### config.mk
export PLATFORM = sky130hd
export DESIGN_NAME = fdiv_issue_flat
export DESIGN_NICKNAME = d
export VERILOG_FILES = /design/src/rtl/fdiv_pkg.sv /design/src/rtl/fdiv_if.sv /design/src/rtl/fdiv_fifo.sv /design/src/rtl/fdiv_issue.sv /design/src/flat_wrapper.sv
export SDC_FILE = /design/constraint.sdc
export NUM_CORES = 1
export LEC_CHECK = 0
export ABC_AREA = 1
export ABC_CLOCK_PERIOD_IN_PS = 5400
export BUFFER_PORTS_ARGS = -buffer_cell sky130_fd_sc_hd__buf_2
export CORE_ASPECT_RATIO = 1.2
export CORE_MARGIN = 4
export CORE_UTILIZATION = 45
export CTS_CLUSTER_DIAMETER = 50
export DETAILED_ROUTE_END_ITERATION = 6
export HOLD_SLACK_MARGIN = 0.12
export PLACE_DENSITY = 0.76
export SLEW_MARGIN = 15
export SYNTH_ARGS = -nofsm -noshare
export SYNTH_HDL_FRONTEND = slang
export SYNTH_SLANG_ARGS = --single-unit
### constraint.sdc
create_clock -name clk -period 5.4 [get_ports clk]
set_input_delay 0.54 -clock clk [delete_from_list [all_inputs] [get_ports clk]]
set_output_delay 0.54 -clock clk [all_outputs]
set_load 0.02 [all_outputs]
### src/rtl/fdiv_pkg.sv
// fdiv_pkg: shared types for the FP32 divider issue/return slice.
// Holds the issue FSM state encoding and FP32 special values.
package fdiv_pkg;

    typedef enum logic [2:0] {
        IDLE,
        START,
        WAIT_BUSY,
        WAIT_DONE,
        CAPT
    } fdiv_state_t;

    localparam logic [31:0] QNAN = 32'h7FC0_0000;
    localparam logic [31:0] PINF = 32'h7F80_0000;

endpackage

### src/rtl/fdiv_if.sv
// fdiv_if: operand request stream plus result return stream.
// master = producer/consumer side, slave = the issue stage.
interface fdiv_if #(
    parameter int TAG_W = 4
);
    logic             in_valid;
    logic             in_ready;
    logic [31:0]      in_a;
    logic [31:0]      in_b;
    logic [TAG_W-1:0] in_tag;
    logic             out_valid;
    logic             out_ready;
    logic [31:0]      out_z;
    logic [TAG_W-1:0] out_tag;
    logic             out_err;

    modport master (
        output in_valid, in_a, in_b, in_tag, out_ready,
        input  in_ready, out_valid, out_z, out_tag, out_err
    );

    modport slave (
        input  in_valid, in_a, in_b, in_tag, out_ready,
        output in_ready, out_valid, out_z, out_tag, out_err
    );
endinterface

### src/rtl/fdiv_fifo.sv
// fdiv_fifo: circular operand buffer, DEPTH entries of W bits.
// Ports: clk/rst, push+wdata, pop, rdata (head, no bypass), count.
module fdiv_fifo #(
    parameter int DEPTH = 4,
    parameter int W     = 68,
    localparam int PW   = $clog2(DEPTH),
    localparam int CW   = $clog2(DEPTH + 1)
) (
    input  logic          clk,
    input  logic          rst,
    input  logic          push,
    input  logic [W-1:0]  wdata,
    input  logic          pop,
    output logic [W-1:0]  rdata,
    output logic [CW-1:0] count
);
    localparam logic [PW-1:0] P_ONE = PW'(1);
    localparam logic [CW-1:0] C_ONE = CW'(1);

    logic [W-1:0]  mem [DEPTH];
    logic [PW-1:0] wr_ptr;
    logic [PW-1:0] rd_ptr;

    assign rdata = mem[rd_ptr];

    always_ff @(posedge clk) begin
        if (rst) begin
            wr_ptr <= '0;
            rd_ptr <= '0;
            count  <= '0;
        end else begin
            if (push) wr_ptr <= wr_ptr + P_ONE;
            if (pop)  rd_ptr <= rd_ptr + P_ONE;
            case ({push, pop})
                2'b10:   count <= count + C_ONE;
                2'b01:   count <= count - C_ONE;
                default: count <= count;
            endcase
        end
    end

    always_ff @(posedge clk) begin
        if (push) mem[wr_ptr] <= wdata;
    end
endmodule

### src/rtl/fdiv_issue.sv
// fdiv_issue: buffers operand pairs, launches one divide at a time,
// returns quotient+tag. Ports: clk/rst, io (fdiv_if.slave), div_* to divider.
module fdiv_issue
    import fdiv_pkg::*;
#(
    parameter int DEPTH        = 4,
    parameter int TAG_W        = 4,
    parameter int BUSY_TIMEOUT = 4
) (
    input  logic        clk,
    input  logic        rst,
    fdiv_if.slave       io,
    output logic [31:0] div_a,
    output logic [31:0] div_b,
    output logic        div_start,
    output logic        div_enable,
    input  logic        div_busy,
    input  logic [31:0] div_z
);
    localparam int CW = $clog2(DEPTH + 1);
    localparam int TW = $clog2(BUSY_TIMEOUT + 1);
    localparam int EW = 64 + TAG_W;
    localparam logic [CW-1:0] FULL  = CW'(DEPTH);
    localparam logic [TW-1:0] TLAST = TW'(BUSY_TIMEOUT - 1);
    localparam logic [TW-1:0] T_ONE = TW'(1);

    fdiv_state_t      state, state_n;
    logic [CW-1:0]    fifo_count;
    logic [EW-1:0]    head;
    logic             push, pop, capt, err_set, err_pend;
    logic             slot_free;
    logic [TW-1:0]    timer, timer_n;
    logic [TAG_W-1:0] op_tag;
    logic             out_valid_q, out_err_q;
    logic [31:0]      out_z_q;
    logic [TAG_W-1:0] out_tag_q;

    // ready is held low while reset is asserted
    assign io.in_ready = ~rst & (fifo_count < FULL);
    assign push        = io.in_valid & io.in_ready;
    assign slot_free   = ~out_valid_q | io.out_ready;

    assign io.out_valid = out_valid_q;
    assign io.out_z     = out_z_q;
    assign io.out_tag   = out_tag_q;
    assign io.out_err   = out_err_q;

    fdiv_fifo #(.DEPTH(DEPTH), .W(EW)) u_fifo (
        .clk   (clk),
        .rst   (rst),
        .push  (push),
        .wdata ({io.in_tag, io.in_a, io.in_b}),
        .pop   (pop),
        .rdata (head),
        .count (fifo_count)
    );

    always_comb begin
        state_n    = state;
        timer_n    = timer;
        pop        = 1'b0;
        capt       = 1'b0;
        err_set    = 1'b0;
        div_start  = 1'b0;
        div_enable = 1'b0;
        unique case (state)
            IDLE: begin
                if (fifo_count != '0) begin
                    pop     = 1'b1;
                    state_n = START;
                end
            end
            START: begin
                div_start  = 1'b1;
                div_enable = 1'b1;
                timer_n    = '0;
                state_n    = WAIT_BUSY;
            end
            WAIT_BUSY: begin
                div_enable = 1'b1;
                if (div_busy) begin
                    state_n = WAIT_DONE;
                end else if (timer == TLAST) begin
                    err_set = 1'b1;
                    state_n = CAPT;
                end else begin
                    timer_n = timer + T_ONE;
                end
            end
            WAIT_DONE: begin
                div_enable = 1'b1;
                if (!div_busy) state_n = CAPT;
            end
            CAPT: begin
                // enable stays low so the divider result is frozen here
                if (slot_free) begin
                    capt    = 1'b1;
                    state_n = IDLE;
                end
            end
            default: state_n = IDLE;
        endcase
    end

    always_ff @(posedge clk) begin
        if (rst) begin
            state       <= IDLE;
            timer       <= '0;
            err_pend    <= 1'b0;
            div_a       <= '0;
            div_b       <= '0;
            op_tag      <= '0;
            out_valid_q <= 1'b0;
            out_z_q     <= '0;
            out_tag_q   <= '0;
            out_err_q   <= 1'b0;
        end else begin
            state <= state_n;
            timer <= timer_n;
            if (pop) begin
                op_tag <= head[EW-1:64];
                div_a  <= head[63:32];
                div_b  <= head[31:0];
            end
            if (err_set) begin
                err_pend <= 1'b1;
            end else if (capt) begin
                err_pend <= 1'b0;
            end
            if (capt) begin
                out_valid_q <= 1'b1;
                out_z_q     <= div_z;
                out_tag_q   <= op_tag;
                out_err_q   <= err_pend;
            end else if (io.out_ready) begin
                out_valid_q <= 1'b0;
            end
        end
    end
endmodule

### src/flat_wrapper.sv
// flat-port wrapper written by rule: the top's interface ports become plain ports
module fdiv_issue_flat import fdiv_pkg::*;
#(
    parameter int DEPTH        = 4,
    parameter int TAG_W        = 4,
    parameter int BUSY_TIMEOUT = 4
)
  (clk, rst, div_a, div_b, div_start, div_enable, div_busy, div_z, io_in_valid, io_in_a, io_in_b, io_in_tag, io_out_ready, io_in_ready, io_out_valid, io_out_z, io_out_tag, io_out_err);
  fdiv_if #(.TAG_W(TAG_W)) io_i ();
  input  logic clk;
  input  logic rst;
  output logic [31:0] div_a;
  output logic [31:0] div_b;
  output logic div_start;
  output logic div_enable;
  input  logic div_busy;
  input  logic [31:0] div_z;
  input wire logic [$bits(io_i.in_valid)-1:0] io_in_valid;
  input wire logic [$bits(io_i.in_a)-1:0] io_in_a;
  input wire logic [$bits(io_i.in_b)-1:0] io_in_b;
  input wire logic [$bits(io_i.in_tag)-1:0] io_in_tag;
  input wire logic [$bits(io_i.out_ready)-1:0] io_out_ready;
  output wire logic [$bits(io_i.in_ready)-1:0] io_in_ready;
  output wire logic [$bits(io_i.out_valid)-1:0] io_out_valid;
  output wire logic [$bits(io_i.out_z)-1:0] io_out_z;
  output wire logic [$bits(io_i.out_tag)-1:0] io_out_tag;
  output wire logic [$bits(io_i.out_err)-1:0] io_out_err;
  assign io_i.in_valid = io_in_valid;
  assign io_i.in_a = io_in_a;
  assign io_i.in_b = io_in_b;
  assign io_i.in_tag = io_in_tag;
  assign io_i.out_ready = io_out_ready;
  assign io_in_ready = io_i.in_ready;
  assign io_out_valid = io_i.out_valid;
  assign io_out_z = io_i.out_z;
  assign io_out_tag = io_i.out_tag;
  assign io_out_err = io_i.out_err;
  fdiv_issue #(.DEPTH(DEPTH), .TAG_W(TAG_W), .BUSY_TIMEOUT(BUSY_TIMEOUT)) u_core (.clk(clk), .rst(rst), .io(io_i), .div_a(div_a), .div_b(div_b), .div_start(div_start), .div_enable(div_enable), .div_busy(div_busy), .div_z(div_z));
endmodule
==> reports/metrics.csv <==
stage,metric,value,unit
outcome,status,completed,
yosys,synth_top_cell_by_area,edfxtp_1,
setup_path,endpoint,u_core.op_tag[3]$_SDFFE_PP0P_,
yosys,async_flop_share,0,
finish,drive_above_1_share,0.202,
setup_path,crit_chain,"nor2_4, nand2_2, nor2_4, buf_4, o21ai_0, a31oi_1",
placed_design,dpl.hpwl,19400,µm
global_routing,grt_pass1_vias,9440,
yosys,synth-seq-cells,392,
yosys,netlist_instances,1241,
global_routing,grt_antenna_before_repair,7,
setup_path,ff2ff_path_depth,6,
setup_path,reg2reg_from,u_core.state[1]$_SDFFE_PP0P_,
cts,clock_latency,0.54,ns
drt,post_drt_wl_per_cell,17.2,µm
drt,vias,9709,
power_and_ir_drop,power_density,537,nW/µm²
floorplan,start_util,0.459,
timing,fin_skew,0.0204,ns
power_and_ir_drop,power_leakage,6.39,nW
cts,post_cts_resize_count,0,
setup_path,path_max_fanout,103,
timing,worst_slew_pin_slew,1.10,ns
run,cap_violations,0,
cts,clk_pin_slew,0.06,ns
timing,setup_viol,0,
drt,drt_iter0_markers,589,
timing,fin_ws,2.72,ns
timing,finalSetupTns,0,ns
timing,grt_setup_unrepaired,no,
cts,cts_root_buffer,clkbuf_16,
setup_path,max_stage_delay,0.91,ns
cts,cts.sinks,392,
yosys,synth_top_area_frac,0.563,
floorplan,placementRows,71,
yosys,yosys_warnings,0,
drt,drc,0,
cts,cts_buffers,40,
yosys,synth_cell_types,24,
setup_path,cpMaxStageDelayCell,buf_4,
cts,htreeDepth,2,
yosys,synth.area.top_cells,"edfxtp_1 (56%), dfxtp_1 (17%), nor2_1 (7.8%)",
power_and_ir_drop,power,0.00918,W
floorplan,die_area,35200,µm²
yosys,netlist_area,14500,µm²
timing,hold_viol_final,0,
cts,cts_hold_buf,0,
timing,fin_crit,2.68,ns
global_routing,grt_pass1_wl,49100,µm
placed_design,port-buffer-count,209,
timing,max_freq,0.373,GHz
setup_path,path_common_cell,nor2_4,
power_and_ir_drop,ir_worst_vdd,0.377,mV
yosys,syn-mean-instance-area,11.7,µm²
yosys,synth_edf_count,272,
floorplan,ios,210,
cts,cts_tree,built,
floorplan,fp.coreArea,31600,µm²
global_routing,overflow,0,
drt,postRouteAntennaNets,0,
drt,drt_wl_total,32000,µm
yosys,synth_nets,1354,
setup_path,path_class,reg -> reg,
finish,finalNetCount,1535,
setup_path,startpoint_type,flip-flop,
timing,drv_slew,0,
placed_design,gp_congestion,0.758,
setup_path,r2r-end,u_core.op_tag[3]$_SDFFE_PP0P_,
drt,drtPass1Iterations,5,
cts,clock_path_buffers,3,
timing,relSlewSlack,0.269,
finish,area_growth,17.9,%
cts,postCtsSetupRepairBufs,0,
yosys,ys.flop_type,edfxtp_1,
timing,fin_crit_sh,0.496,
yosys,seq_area_frac_synth,0.729,
hold_path,hold_class,in -> reg,
placed_design,dpl_worst_slack,2.45,ns
setup_path,end_kind,flip-flop,
global_routing,grt_max_degree,139,
global_routing,grt_usage,0.176,
setup_path,crit_required,5.84,ns
setup_path,r2r_setup_slack,2.72,ns
floorplan,die_h,205,µm
floorplan,dieWidth,172,µm
drt,viasPerCell,5.23,
setup_path,timing.critical_path.from,u_core.state[1]$_SDFFE_PP0P_,
setup_path,worstPathArrival,3.12,ns
==> metrics by stage <==
step | hold WS [ns] | cell area, µm² | utilization | cells
finish | 0.216 | 17100 | 0.541 | 1857
floorplan | 0.437 | 14500 | - | 1241
global route | 0.189 | 17100 | 0.541 | 1855
detailed placement | 0.435 | 15800 | 0.499 | 1781
CTS | 0.186 | 17100 | 0.541 | 1854
global placement | 0.429 | 15800 | 0.499 | 1781
==> flip-flops by register name, indices dropped and copies added (netlist names) <==
register / cells
u_core.div_a: 32
u_core.div_b: 32
u_core.err_pend: 1
u_core.io.out_err: 1
u_core.io.out_tag: 4
u_core.io.out_valid: 1
u_core.io.out_z: 32
u_core.op_tag: 4
u_core.state: 3
u_core.timer: 3
u_core.u_fifo.count: 3
u_core.u_fifo.mem: 272
u_core.u_fifo.rd_ptr: 2
u_core.u_fifo.wr_ptr: 2
==> layer usage <==
metal  GRT usage  vias up  routed length [µm]
li1            -     4729                   -
met1       0.217     4599               12900
met2       0.302      303               15800
met3      0.0492       66                2520
met4      0.0539       12                 729
met5           0        -                  63
==> kinds of logic after synthesis <==
logic type | share of synthesized area
xor+xnor | 0.000604
flops | 0.729
simple gates | 0.0869
fa+ha+maj | 0.00742
buf+inv | 0.0436
compound gates | 0.133
==> cell usage in the layout (no fill, tap or decap), drive strengths merged <==
cell      Yosys  routed
a21oi        48      48
ha            7       7
edfxtp      272     272
fa            1       1
a41oi         1       1
dfxtp       120     120
bufinv        0       2
buf          45     220
diode         0       3
nand4         2       2
nand3         6       6
nand2        17      17
o21ai       250     250
xor2          1       1
clkinvlp      0       2
inv          64      66
clkinv        0      13
clkbuf       36      54
nor2        303     303
a31oi        68      68
==> worst min-delay path by stage <==
stage / slack, ns / cells after the start / end / startpoint
floorplan: 0.44 / 2 / u_core.err_pend$_SDFFE_PP0P_ / u_core.err_pend$_SDFFE_PP0P_
global placement: 0.43 / 2 / u_core.io.out_z[27]$_SDFFE_PP0P_ / u_core.io.out_z[27]$_SDFFE_PP0P_
detailed placement: 0.43 / 2 / u_core.io.out_z[19]$_SDFFE_PP0P_ / u_core.io.out_z[19]$_SDFFE_PP0P_
CTS: 0.19 / 1 / u_core.u_fifo.mem[1][65]$_DFFE_PP_ / io_in_tag[1]
global route: 0.19 / 1 / u_core.u_fifo.mem[3][66]$_DFFE_PP_ / io_in_tag[2]
finish: 0.22 / 1 / u_core.u_fifo.mem[3][64]$_DFFE_PP_ / io_in_tag[0]
==> critical path: cells and delay by family (launching register included) <==
kind	cells	cell delay, ns
AND/OR/NAND/NOR	3	0.84
AO/OA/AOI/OAI	2	0.36
buffers and inverters	1	0.91
flip-flops	1	0.40
==> area by class of cell <==
cell class	instances	area, µm²
fillers	2705	14500
flip-flops and latches	392	10600
multi-input cells	704	3340
repair buffers	220	1130
clock buffers	54	1090
well taps	401	502
inverters	64	246
clock inverters	19	210
diodes	3	7.51
==> power by group <==
group | leakage [nW] | switching, W | internal [W]
Combinational | 2.30 | 0.00174 | 0.000741
Sequential | 3.45 | 0.000308 | 0.00371
Clock | 0.632 | 0.00113 | 0.00154
Total | 6.39 | 0.00318 | 0.00599
==> synth_stat cells (2+ instances only) <==
master    instances
edfxtp_1        272
buf_2            33
clkbuf_2          2
clkbuf_1         34
nor2_1          301
inv_1            62
o21ai_1          49
buf_6             5
inv_2             2
buf_1             5
ha_1              7
nand4_1           2
nand2_1          16
a21oi_1          48
nand3_1           6
buf_4             2
o21ai_0         201
a31oi_1          68
dfxtp_1         120
nor2_4            2
Power figures use the tool's default switching activity.
